**src/rtl/dac_spi_tx.sv**
```systemverilog
// dac_spi_tx : serialises 8-bit DDS samples into 16-bit SPI frames for a
// 10-bit DAC at a fixed sample rate set by a free-running timer.
//
// Parameters
//   CLK_DIV    : sys_clk cycles per dac_sclk half-period (2..255)
//   SAMPLE_DIV : sys_clk cycles between conversion requests
//                (must be >= 35*CLK_DIV+1 for every request to be served)
//
// Ports
//   sys_clk    : single clock, rising edge
//   sys_rst_n  : asynchronous active-low reset
//   dac_data   : unsigned sample, captured only on a conversion start
//   dac_sclk   : serial DAC clock (idle low, data sampled on rising edge)
//   dac_cs_n   : active-low DAC chip select
//   dac_din    : serial data, MSB first
//   frame_done : one-cycle pulse in the last cycle of each frame
//   overrun    : one-cycle pulse when a request tick arrives mid-frame
//
// Frame layout: {4'b0000, sample[7:0], 4'b0000}
//   = 4 dummy bits, 10-bit DAC code (sample followed by 2'b00), 2 sub-LSB zeros.
//
// Optional feature (macro DAC_SPI_SIGNED_EN): bit 7 of dac_data is inverted at
// capture, converting a two's complement sample to offset binary.
//
// Every output is a flop. The output flops are loaded from a decode of the
// *next* FSM state, so each registered output lines up with the cycle its
// state is active without any combinational path to the pins.

module dac_spi_tx #(
  parameter int unsigned CLK_DIV    = 4,
  parameter int unsigned SAMPLE_DIV = 200
) (
  input  logic       sys_clk,
  input  logic       sys_rst_n,
  input  logic [7:0] dac_data,
  output logic       dac_sclk,
  output logic       dac_cs_n,
  output logic       dac_din,
  output logic       frame_done,
  output logic       overrun
);

  localparam int unsigned     TW         = (SAMPLE_DIV > 1) ? $clog2(SAMPLE_DIV) : 1;
  localparam logic [TW-1:0]   TIMER_LAST = TW'(SAMPLE_DIV - 1);
  localparam logic [7:0]      DIV_LAST   = 8'(CLK_DIV - 1);

  typedef enum logic [2:0] {
    IDLE,
    CS_SETUP,
    SHIFT,
    CS_HOLD,
    CS_HIGH
  } state_t;

  state_t        state_q, state_d;
  logic [TW-1:0] timer_q, timer_d;
  logic [7:0]    div_cnt_q, div_cnt_d;
  logic [4:0]    half_q, half_d;
  logic [15:0]   frame_q, frame_d;
  logic          sclk_q, sclk_d;
  logic          cs_n_q, cs_n_d;
  logic          din_q, din_d;
  logic          done_q, done_d;
  logic          overrun_q, overrun_d;

  logic          tick;
  logic          tick_next;
  logic          div_last;
  logic [7:0]    sample;
  logic [3:0]    bit_idx;

  // Sample presented to the frame at capture time.
  always_comb begin
    sample = dac_data;
`ifdef DAC_SPI_SIGNED_EN
    sample[7] = ~dac_data[7];
`endif
  end

  // Free-running request timer. tick_next predicts the tick of the following
  // cycle so that the registered overrun pulse coincides with the tick itself.
  always_comb begin
    tick      = (timer_q == TIMER_LAST);
    timer_d   = tick ? '0 : timer_q + TW'(1);
    tick_next = (timer_d == TIMER_LAST);
  end

  // Next-state logic. Every phase lasts a whole number of CLK_DIV-cycle slots;
  // SHIFT additionally walks through 32 half-periods.
  always_comb begin
    state_d   = state_q;
    div_cnt_d = div_cnt_q;
    half_d    = half_q;
    frame_d   = frame_q;
    div_last  = (div_cnt_q == DIV_LAST);

    case (state_q)
      IDLE: begin
        if (tick) begin
          state_d   = CS_SETUP;
          div_cnt_d = '0;
          half_d    = '0;
          frame_d   = {4'b0000, sample, 4'b0000};
        end
      end
      CS_SETUP: begin
        if (div_last) begin
          state_d   = SHIFT;
          div_cnt_d = '0;
          half_d    = '0;
        end else begin
          div_cnt_d = div_cnt_q + 8'd1;
        end
      end
      SHIFT: begin
        if (div_last) begin
          div_cnt_d = '0;
          if (half_q == 5'd31) begin
            state_d = CS_HOLD;
          end else begin
            half_d = half_q + 5'd1;
          end
        end else begin
          div_cnt_d = div_cnt_q + 8'd1;
        end
      end
      CS_HOLD: begin
        if (div_last) begin
          state_d   = CS_HIGH;
          div_cnt_d = '0;
        end else begin
          div_cnt_d = div_cnt_q + 8'd1;
        end
      end
      CS_HIGH: begin
        if (div_last) begin
          state_d   = IDLE;
          div_cnt_d = '0;
        end else begin
          div_cnt_d = div_cnt_q + 8'd1;
        end
      end
      default: begin
        state_d   = IDLE;
        div_cnt_d = '0;
      end
    endcase
  end

  // Output decode from the next state. Data moves to the next lower bit on
  // each falling sclk (odd half-periods 1..29) and sits on bit 0 for the last
  // rising edge and the closing half-period, so the DAC samples bits 15..0
  // on the 16 rising edges.
  always_comb begin
    sclk_d    = 1'b0;
    cs_n_d    = 1'b1;
    din_d     = 1'b0;
    done_d    = 1'b0;
    overrun_d = tick_next && (state_d != IDLE);

    if (half_d >= 5'd29) begin
      bit_idx = 4'd0;
    end else begin
      bit_idx = 4'd15 - 4'((half_d + 5'd1) >> 1);
    end

    case (state_d)
      CS_SETUP: begin
        cs_n_d = 1'b0;
        din_d  = frame_d[15];
      end
      SHIFT: begin
        cs_n_d = 1'b0;
        sclk_d = ~half_d[0];
        din_d  = frame_d[bit_idx];
      end
      CS_HOLD: begin
        cs_n_d = 1'b0;
      end
      CS_HIGH: begin
        done_d = (div_cnt_d == DIV_LAST);
      end
      default: begin
        cs_n_d = 1'b1;
      end
    endcase
  end

  // State and output registers; reset parks the link idle with cs deasserted.
  always_ff @(posedge sys_clk or negedge sys_rst_n) begin
    if (!sys_rst_n) begin
      state_q   <= IDLE;
      timer_q   <= '0;
      div_cnt_q <= '0;
      half_q    <= '0;
      frame_q   <= '0;
      sclk_q    <= 1'b0;
      cs_n_q    <= 1'b1;
      din_q     <= 1'b0;
      done_q    <= 1'b0;
      overrun_q <= 1'b0;
    end else begin
      state_q   <= state_d;
      timer_q   <= timer_d;
      div_cnt_q <= div_cnt_d;
      half_q    <= half_d;
      frame_q   <= frame_d;
      sclk_q    <= sclk_d;
      cs_n_q    <= cs_n_d;
      din_q     <= din_d;
      done_q    <= done_d;
      overrun_q <= overrun_d;
    end
  end

  assign dac_sclk   = sclk_q;
  assign dac_cs_n   = cs_n_q;
  assign dac_din    = din_q;
  assign frame_done = done_q;
  assign overrun    = overrun_q;

endmodule
```
**config.mk**
```make
export PLATFORM = sky130hd
export DESIGN_NAME = dac_spi_tx
export DESIGN_NICKNAME = d
export VERILOG_FILES = /design/src/rtl/dac_spi_tx.sv
export SDC_FILE = /design/constraint.sdc
export NUM_CORES = 1
export LEC_CHECK = 0
export ABC_AREA = 1
export BUFFER_PORTS_ARGS = -buffer_cell sky130_fd_sc_hd__buf_2
export CAP_MARGIN = 20
export CORE_MARGIN = 5
export CORE_UTILIZATION = 55
export DETAILED_ROUTE_END_ITERATION = 10
export GPL_ROUTABILITY_DRIVEN = 0
export GPL_TIMING_DRIVEN = 0
export PLACE_DENSITY = 0.81
export SLEW_MARGIN = 25
export SYNTH_ARGS = -nofsm -noshare
export SYNTH_HDL_FRONTEND = slang
export SYNTH_SLANG_ARGS = --single-unit
```
**constraint.sdc**
```tcl
create_clock -name sys_clk -period 2.9 [get_ports sys_clk]
set_input_delay 0.145 -clock sys_clk [delete_from_list [all_inputs] [get_ports sys_clk]]
set_output_delay 0.145 -clock sys_clk [all_outputs]
set_load 0.02 [all_outputs]
```
==> results of run 1 <==
==> power groups by stage <==
| stage | Sequential (W) | Clock (W) | Combinational (W) |
|---|---|---|---|
| floorplan | 0.000640 | 0 | 0.000000000578 |
| global placement | 0.000639 | 0 | 0.0000176 |
| detailed placement | 0.000639 | 0 | 0.0000180 |
| CTS | 0.000627 | 0.000400 | 0.0000179 |
| global route | 0.000627 | 0.000431 | 0.0000219 |
| finish | 0.000627 | 0.000389 | 0.0000183 |
==> critical path: cells and delay by family (launching register included) <==
kind,cells,cell delay (ps)
compound gates,1,190
fa+ha+maj,2,400
buf+inv,1,160
flops,1,420
simple gates,16,1410
==> worst max path at each step <==
stage,start,end,slack (ps),cells after the start
after floorplan,div_cnt_q[0],dac_din,580,21
after global placement,div_cnt_q[0],dac_din,340,20
after detailed placement,timer_q[0],dac_din,250,20
after CTS,timer_q[0],dac_din,210,20
after global routing,timer_q[0],dac_din,-4,19
final,timer_q[0],dac_din,230,20
==> cell families after synthesis <==
logic type               Yosys count
AND/OR/NAND/NOR                  181
AO/OA/AOI/OAI                     29
flip-flops                        45
XOR/XNOR                           7
adder cells (fa/ha/maj)            6
buffers and inverters             48
==> timing repair <==
item                       in CTS  in global routing
hold buffers                    0                  1
gates resized for setup         0                  2
setup buffers                   0                  0
hold endpoints to repair        0                 44
setup endpoints to repair       0                  1
==> metrics by stage <==
stage	cells	total power, W	instance area, µm²
after floorplan	316	0.000640	2500
after global placement	382	0.000657	2640
after detailed placement	382	0.000657	2640
after CTS	390	0.00105	2730
after global routing	391	0.00108	2750
final	391	0.00103	2750
==> sequential cells by signal, indices dropped and copies added, names as in the netlist <==
name and count:
timer_q 8, dac_cs_n 1, overrun 1, dac_sclk 1, state_q 3, frame_q 16, dac_din 1, frame_done 1
div_cnt_q 8, half_q 5
==> cells in the final DEF (no fill, tap or decap), types with 4 or more instances in the layout <==
cell type	n
nand2_1	69
dfrtp_1	44
nand3_1	39
inv_1	35
nor2_1	30
buf_2	15
nand2_2	11
inv_2	8
nor3_1	8
o21ai_0	8
a21oi_1	7
xor2_1	6
nand4_1	6
ha_1	6
clkbuf_8	6
nor2_2	5
nand3_2	5
o22ai_1	4
o21ai_1	4
==> routing by layer <==
layer / part of all wire / track usage / vias up
li1: - / - / 1072
met1: 0.46 / 0.208 / 945
met2: 0.48 / 0.289 / 44
met3: 0.043 / 0.0336 / 7
met4: 0.017 / 0.0619 / 0
met5: 0 / 0 / -
==> cell type report <==
cell class / instances / area (µm²)
timing repair buffer: 15 / 82.6
clock buffer: 8 / 90.1
buffer: 3 / 21.3
inverter: 45 / 170
fill: 362 / 1640
sequential: 45 / 1130
tap: 52 / 65.1
multi-input combinational: 223 / 1190
==> results.txt, run 1 <==
Synth area leader = dfrtp_1
Max Cap Viol = 0
Rel. slew slack = 0.632
via/cell ratio = 5.29
CTS sink cnt = 45
Layout Nets = 354
number of global-route vias before repair = 1948
number of buffers added on ports = 14
die height = 77.4 µm
Worst path max stage delay = 420 ps
Hold WS = 79.9 ps
num ports = 15
Clock Tree Root = clkbuf_8
critical path arrival = 2840 ps
initial antenna violation count = 0
core area = 0.00438 mm²
Post-Synth Simple-Gate Area = 0.351
antenna cells = 0
pwr dens = 376 mW/mm²
leakage power = 1.35 nW
type of the worst setup path = reg2reg
Worst-Margin Slew = 551 ps
gr ovfl total = 0
hold path endpoint = frame_q[5]
compound-gate portion of the synthesized area = 0.0675
final core utilization = 0.627
# DRC = 0
adder-cell share of the synthesized area = 0.0300
power share of the clock group = 0.376
synth unique cells = 34
setup TNS = 0 ps
Vias = 2068
Flop pwr share = 0.606
Worst Setup End Kind = register
post-route antenna net violation count = 0
Ys Warns = 0
average wire per standard cell = 12.1 µm
fin. max-slew vios = 0
post-synth net total = 332
Synth Instances = 316
H-tree levels = 2
Synth Flop Type = dfrtp_1
largest family of logic cells by synthesized area = simple AND/OR/NAND/NOR gates
DR pass1 iterations = 4
mux share of post-synthesis cell area = 0
peak fanout along the critical path = 10
skew final = 4.16 ps
syn_area_per_cell = 7.92 µm²
Layout area overhead = 9.91%
CTS tree = done
DR iter-0 viols = 130
final setup margin = 232 ps
Cell Area, Synth = 0.00250 mm²
Worst VDD drop = 0.329 mV
# rows = 24
Max Fclk = 375 MHz
Die ar. = 0.00600 mm²
Startpoint Class = register
FF-to-FF Start = timer_q[0]
HPWL after DPL = 3.51 mm
Period minus WS final = 2670 ps
RR Endpoint = dac_din
Top cell by count, worst path = nand2_2
clock tree buffer depth = 2
Final period util = 0.920
Min-Delay Startpoint = dac_data[1]
R2R setup slack = 230 ps
Worst R2R Path Depth = 20
first-pass GRT wire length = 8.33 mm
Setup Viol. Count Final = 0
asr flop ratio synth = 1.00
sequential share of the synthesized area = 0.451
NetSw = 0.000208 W
switching part of the total power = 0.201
Cell Int Power = 0.000827 W
clk_lat worst skew = 290 ps
synth cell count leaders = nand2_1 (69), dfrtp_1 (44), nand3_1 (39)
slowest stage cell on the critical path = dfrtp_1
layout cells sized above 1 = 0.180
Synth Area in XOR/XNOR = 0.0245
cts bufs inserted = 5
Worst Hold Depth = 3
crit-path cells = ha_1, nand2_1, nor2_2, nand2_2, a21oi_4, nand2_2, nand2_2, nand2_4, ha_1, nor2_2, nand2_2, nand2_2, buf_6, nand2_8, nand2_1, nand3_1, nand3_1, nand3b_1, nand3_1, nand2_1
most instantiated library cell after synthesis = nand2_1
Final Hold Vio Count = 0
area share of the leading cell type in the synthesized netlist = 0.440
largest net degree at the start of global routing = 46
GRT Overall Usage = 0.168
combinational share of power = 0.018
Starting Density = 0.570
Data required, critical path = 3080 ps
routed wire length = 4.74 mm
status = finished clean
EDFF count, synth = 0
Clock transition at path regs = 80 ps
Hold Path Class = in2reg
Die X-Extent = 77.4 µm
Setup Slack @ Placement = 248 ps
top cells by area, synth = dfrtp_1 (44%), nand2_1 (10%), nand3_1 (7.8%)
Yosys reg bits = 45
No activity file was read; power rests on OpenSTA's default activity.
==> inputs of run 2 (changes only) <==
- clock period: 2.9 -> 3.16 ns (I/O delays scaled with it)
==> run 2 against run 1 <==
Compared with the run above:
- non-clock buffer count unchanged
- sequential power decreased by 8.3%
- maximum frequency decreased by 1.1%
- critical path depth unchanged
- final area decreased by 0.36%
- final cell count unchanged
- routed wire length decreased by 1.0%
- clock skew about the same
- core utilization decreased by 0.23 points
- via count increased by 1.2%
- first-iteration DRC count decreased by 17%
- highest routed layer unchanged
==> results.txt, run 2 (synthesized netlist as in run 1, its figures left out) <==
commonest non-fill, non-tap cell in the layout = nand2_1
peak fanout along the critical path = 10 (unchanged)
Worst VDD drop = 0.304 mV (-7.7%)
cts bufs inserted = 5 (unchanged)
largest reg by FF count = frame_q
post-route antenna net violation count = 0 (unchanged)
Layout Nets = 354 (unchanged)
routed wire length = 4.69 mm (-1.0%)
clock tree buffer depth = 2 (unchanged)
Clock transition at path regs = 80 ps (about the same)
# resized after CTS = 0 (unchanged)
Startpoint Class = register
Setup Viol. Count Final = 0 (unchanged)
Worst path max stage delay = 420 ps (about the same)
Max Cap Viol = 0 (unchanged)
number of buffers added on ports = 14 (unchanged)
type of the worst setup path = reg2reg
antenna cells = 0 (unchanged)
num ports = 15 (unchanged)
fin. max-slew vios = 0 (unchanged)
Largest regs = frame_q x16, div_cnt_q x8, timer_q x8
Final period util = 0.854 (-0.0661)
Power Total = 0.000950 W (-8.1%)
gr ovfl total = 0 (unchanged)
Starting Density = 0.570 (unchanged)
H-tree levels = 2 (unchanged)
largest net degree at the start of global routing = 46 (unchanged)
average wire per standard cell = 12.0 µm (-1.0%)
commonest cells after routing, fill and taps aside = nand2_1 (69), dfrtp_1 (44), nand3_1 (39)
Layout area overhead = 9.50%
pwr dens = 347 mW/mm² (-7.8%)
layout cells sized above 1 = 0.177 (-0.00295)
DR iter-0 viols = 108 (-17%)
skew final = 3.88 ps (-0.286 ps)
core area = 0.00438 mm² (unchanged)
crit-path cells = ha_1, nand2_1, nor2_2, nand2_2, a21oi_2, nand2_2, nand2_2, nand2_4, ha_1, nor2_2, nand2_2, nand2_2, buf_6, nand2_8, nand2_1, nand3_1, nand3_1, nand3b_1, nand3_1, nand2_1
die height = 77.4 µm (unchanged)
Vias = 2092 (+1.2%)
unrepaired setup endpoints after global routing = no
first-pass GRT wire length = 8.33 mm (unchanged)
Hold Path Class = in2reg
via/cell ratio = 5.35 (+1.2%)
CTS tree = done
Design Area, Final = 0.00274 mm² (-0.36%)
HPWL after DPL = 3.51 mm (unchanged)
Largest register FFs = 16 (unchanged)
Rel. slew slack = 0.632 (about the same)
Max Fclk = 371 MHz (-1.1%)
Top cell by count, worst path = nand2_2
initial antenna violation count = 0 (unchanged)
CTS sink cnt = 45 (unchanged)
# DRC = 0 (unchanged)
R2R setup slack = 460 ps (+230 ps)
number of global-route vias before repair = 1948 (unchanged)
critical path arrival = 2880 ps (+40 ps)
slowest stage cell on the critical path = dfrtp_1
Final Hold Vio Count = 0 (unchanged)
DR pass1 iterations = 4 (unchanged)
Die X-Extent = 77.4 µm (unchanged)
leakage power = 1.35 nW (about the same)
Clock Tree Root = clkbuf_8
status = finished clean
# rows = 24 (unchanged)
final core utilization = 0.625 (-0.00228)
Worst Setup End Kind = register
Period minus WS final = 2700 ps (+30.3 ps)
setup TNS = 0 ps (unchanged)
Die ar. = 0.00600 mm² (unchanged)
Worst-Margin Slew = 552 ps (+0.226 ps)
dpl cell area = 0.00264 mm² (unchanged)
clk_lat worst skew = 290 ps (about the same)
GRT Overall Usage = 0.168 (unchanged)
Data required, critical path = 3340 ps (+260 ps)
## run 2: cell counts in the layout (fill, tap and decap cells not counted)
No cell type changed its count.
## run 2: worst paths after layout
check / end / start / cells past startpoint
min in group asynchronous: timer_q[4] / sys_rst_n / 2
worst max register to register: dac_din / timer_q[0] / 20
worst min register to register: frame_q[14] / frame_q[14] / 2
max in group asynchronous: half_q[0] / sys_rst_n / 2
worst max-delay path: dac_din / timer_q[0] / 20
worst min-delay path: frame_q[5] / dac_data[1] / 3
## run 2: repair_timing
action,4_1_cts,5_1_grt
hold buffers,0,1
buffers inserted,0,0
endpoints found under the hold margin,0,44
## run 2: per-layer routing
layer | GRT usage | part of all wire | vias to the layer above
met2 | 0.289 | 0.47 | 57
met3 | 0.0336 | 0.043 | 11
met5 | 0 | 0 | -
li1 | - | - | 1072
met4 | 0.0619 | 0.021 | 0
met1 | 0.208 | 0.46 | 952
## run 2: area by class of cell
type	count	area (µm²)
Fill cell	366	1650
Multi-Input combinational cell	223	1180
Sequential cell	45	1130
Inverter	45	170
Clock buffer	8	90.1
Timing Repair Buffer	15	82.6
Tap cell	52	65.1
Buffer	3	21.3
## run 2: worst max-delay path: cells and delay by family (launching register included)
family,cells,cell delay (ps)
DFF,1,420
AOI/OAI and AO/OA,1,230
adders and majority gates,2,400
buffers and inverters,1,160
and+or+nand+nor,16,1390
## run 2: through the flow
step	worst slack, ps	hold WS [ps]	instances
2_1_floorplan	841	-138	316
3_3_place_gp	597	355	382
3_5_place_dp	508	367	382
4_1_cts	468	40.1	390
5_1_grt	231	100	391
6_report	462	89.5	391
## run 2: power by group
part	internal (W)	total, W	leakage (nW)	switching [W]
Sequential	0.000575	0.000575	0.569	0
Combinational	0.00000501	0.0000168	0.736	0.0000118
Clock	0.000178	0.000358	0.0455	0.000180
==> inputs of run 3 (changes only) <==
- PLACE_DENSITY: 0.81 -> 0.73
==> run 3 against run 2 <==
Compared with the run above:
- combinational power up 3%
- non-clock buffer count unchanged
- global-route usage up 0.52 points
- setup slack better by 43 ps
- count of clock-buffer cells in the layout down 1
- first-iteration DRC count up 32%
- critical path depth unchanged
- die area unchanged
- critical path type unchanged
- highest routed layer unchanged
==> results.txt, run 3 (synthesized netlist as in run 1, its figures left out) <==
GRT Overall Usage = 0.173 (+0.00525)
Vias = 2088 (-0.19%)
Startpoint Class = register
Starting Density = 0.570 (unchanged)
postcts setup bufs = 0 (unchanged)
# rows = 24 (unchanged)
Clock Tree Root = clkbuf_8
antenna cells = 0 (unchanged)
crit-path cells = ha_1, nand3_2, nor2_1, nand2_1, nand2_1, nand2_1, nand3_1, nand2_4, ha_1, nor2_2, nand2_2, nand2_2, buf_6, nand2_8, nand2_1, nand3_1, nand3_1, nand3_1, nand3_1, nand2_1
FILL cells = 393 (+7.4%)
Die X-Extent = 77.4 µm (unchanged)
DR pass1 iterations = 4 (unchanged)
DR iter-0 viols = 143 (+32%)
routed wire length = 4.92 mm (+4.8%)
area of the multi-input gates = 0.00118 mm² (unchanged)
switching part of the total power = 0.216 (+0.0147)
power share of the clock group = 0.370 (-0.007)
NetSw = 0.000203 W (+6.1%)
layout cells sized above 1 = 0.177 (unchanged)
Layout area overhead = 9.25%
skew final = 7.67 ps (+3.80 ps)
CTS tree = done
H-tree levels = 2 (unchanged)
Largest register FFs = 16 (unchanged)
number of buffers added on ports = 14 (unchanged)
Worst path max stage delay = 430 ps (about the same)
Worst-Margin Slew = 576 ps (+24.8 ps)
combinational share of power = 0.018 (about the same)
post-placement cell count = 382 (unchanged)
Worst Setup End Kind = register
Hold Path Class = in2reg
clock tree buffer depth = 2 (unchanged)
post-route antenna net violation count = 0 (unchanged)
type of the worst setup path = reg2reg
num ports = 15 (unchanged)
Data required, critical path = 3350 ps (about the same)
status = finished clean
Worst VDD drop = 0.332 mV (+9.0%)
HPWL after DPL = 3.60 mm (+2.6%)
unrepaired setup endpoints after global routing = no
Final period util = 0.840 (-0.0136)
number of global-route vias before repair = 2027 (+4.1%)
core area = 0.00438 mm² (unchanged)
peak fanout along the critical path = 10 (unchanged)
Max Cap Viol = 0 (unchanged)
CTS sink cnt = 45 (unchanged)
largest reg by FF count = frame_q
Rel. slew slack = 0.616 (-0.0165)
pwr dens = 344 mW/mm² (-0.82%)
register area = 0.00113 mm² (unchanged)
commonest cells after routing, fill and taps aside = nand2_1 (69), dfrtp_1 (44), nand3_1 (39)
final core utilization = 0.623 (-0.00143)
largest net degree at the start of global routing = 46 (unchanged)
initial antenna violation count = 0 (unchanged)
leakage power = 1.34 nW (-0.52%)
Flop pwr share = 0.612 (+0.007)
setup TNS = 0 ps (unchanged)
# DRC = 0 (unchanged)
fin. max-slew vios = 0 (unchanged)
cts bufs inserted = 5 (unchanged)
average wire per standard cell = 12.6 µm (+4.8%)
die height = 77.4 µm (unchanged)
Layout Nets = 354 (unchanged)
Finished Layout Cells = 391 (unchanged)
first-pass GRT wire length = 8.69 mm (+4.4%)
clk_lat worst skew = 300 ps (about the same)
critical path arrival = 2840 ps (-40 ps)
slowest stage cell on the critical path = dfrtp_1
Final Hold Vio Count = 0 (unchanged)
Largest regs = frame_q x16, div_cnt_q x8, timer_q x8
Setup Viol. Count Final = 0 (unchanged)
Hold WS = 81.6 ps (-7.86 ps)
Cell Int Power = 0.000737 W (-2.9%)
Clock transition at path regs = 80 ps (about the same)
commonest non-fill, non-tap cell in the layout = nand2_1
Period minus WS final = 2660 ps (-42.9 ps)
via/cell ratio = 5.34 (-0.19%)
# resized after CTS = 0 (unchanged)
Max Fclk = 377 MHz (+1.6%)
gr ovfl total = 0 (unchanged)
Die ar. = 0.00600 mm² (unchanged)
[run 3: changes by cell type in the layout (fill, tap and decap cells not counted), sizes merged]
cell      before  now
clkinvlp       0    1
clkbuf         8    7
[run 3: timing repair]
item	in CTS	in global routing
hold buffers	0	1
endpoints found under the hold margin	0	44
setup endpoints to repair	0	0
[run 3: final timing paths]
path                              from      endpoint  slack, ps  cells after the start
max                          half_q[0]       dac_din        500                     20
min                        dac_data[1]    frame_q[5]         80                      3
max reg2reg                  half_q[0]       dac_din        500                     20
min reg2reg                 frame_q[4]    frame_q[4]        480                      2
max in group asynchronous    sys_rst_n   frame_q[14]       2370                      2
min in group asynchronous    sys_rst_n  div_cnt_q[3]        390                      2
[run 3: critical path, delay by kind of cell, from the launching register on]
| family | cells | cell delay (ps) |
|---|---|---|
| DFF | 1 | 430 |
| and+or+nand+nor | 17 | 1510 |
| buffers and inverters | 1 | 150 |
| adders and majority gates | 2 | 450 |
[run 3: through the flow]
step / area, µm² / total power (W) / worst slack, ps
floorplan: 2500 / 0.000587 / 841
CTS: 2720 / 0.000954 / 501
finish: 2730 / 0.000940 / 505
global placement: 2640 / 0.000603 / 573
global route: 2730 / 0.000983 / 223
detailed placement: 2640 / 0.000604 / 536
[run 3: area by class of cell]
| cell class | instances | share of cell area |
|---|---|---|
| multi-input cells | 223 | 0.433 |
| flip-flops and latches | 45 | 0.413 |
| inverters | 45 | 0.0623 |
| repair buffers | 15 | 0.0302 |
| clock buffers | 7 | 0.0279 |
| well taps | 52 | 0.0238 |
| plain buffers | 3 | 0.00778 |
| clock inverters | 1 | 0.00275 |
[run 3: power by group through the flow]
| stage | clock (W) | combinational, W | sequential [W] |
|---|---|---|---|
| floorplan | 0 | 0.000000000585 | 0.000587 |
| global placement | 0 | 0.0000167 | 0.000587 |
| detailed placement | 0 | 0.0000169 | 0.000587 |
| CTS | 0.000362 | 0.0000167 | 0.000575 |
| global route | 0.000387 | 0.0000205 | 0.000575 |
| finish | 0.000348 | 0.0000173 | 0.000575 |
[run 3: metal layers]
metal	wire length (µm)	global-route usage
met3	166	0.0324
met2	2280	0.279
met5	0	0
met4	59	0.0550
met1	2410	0.237
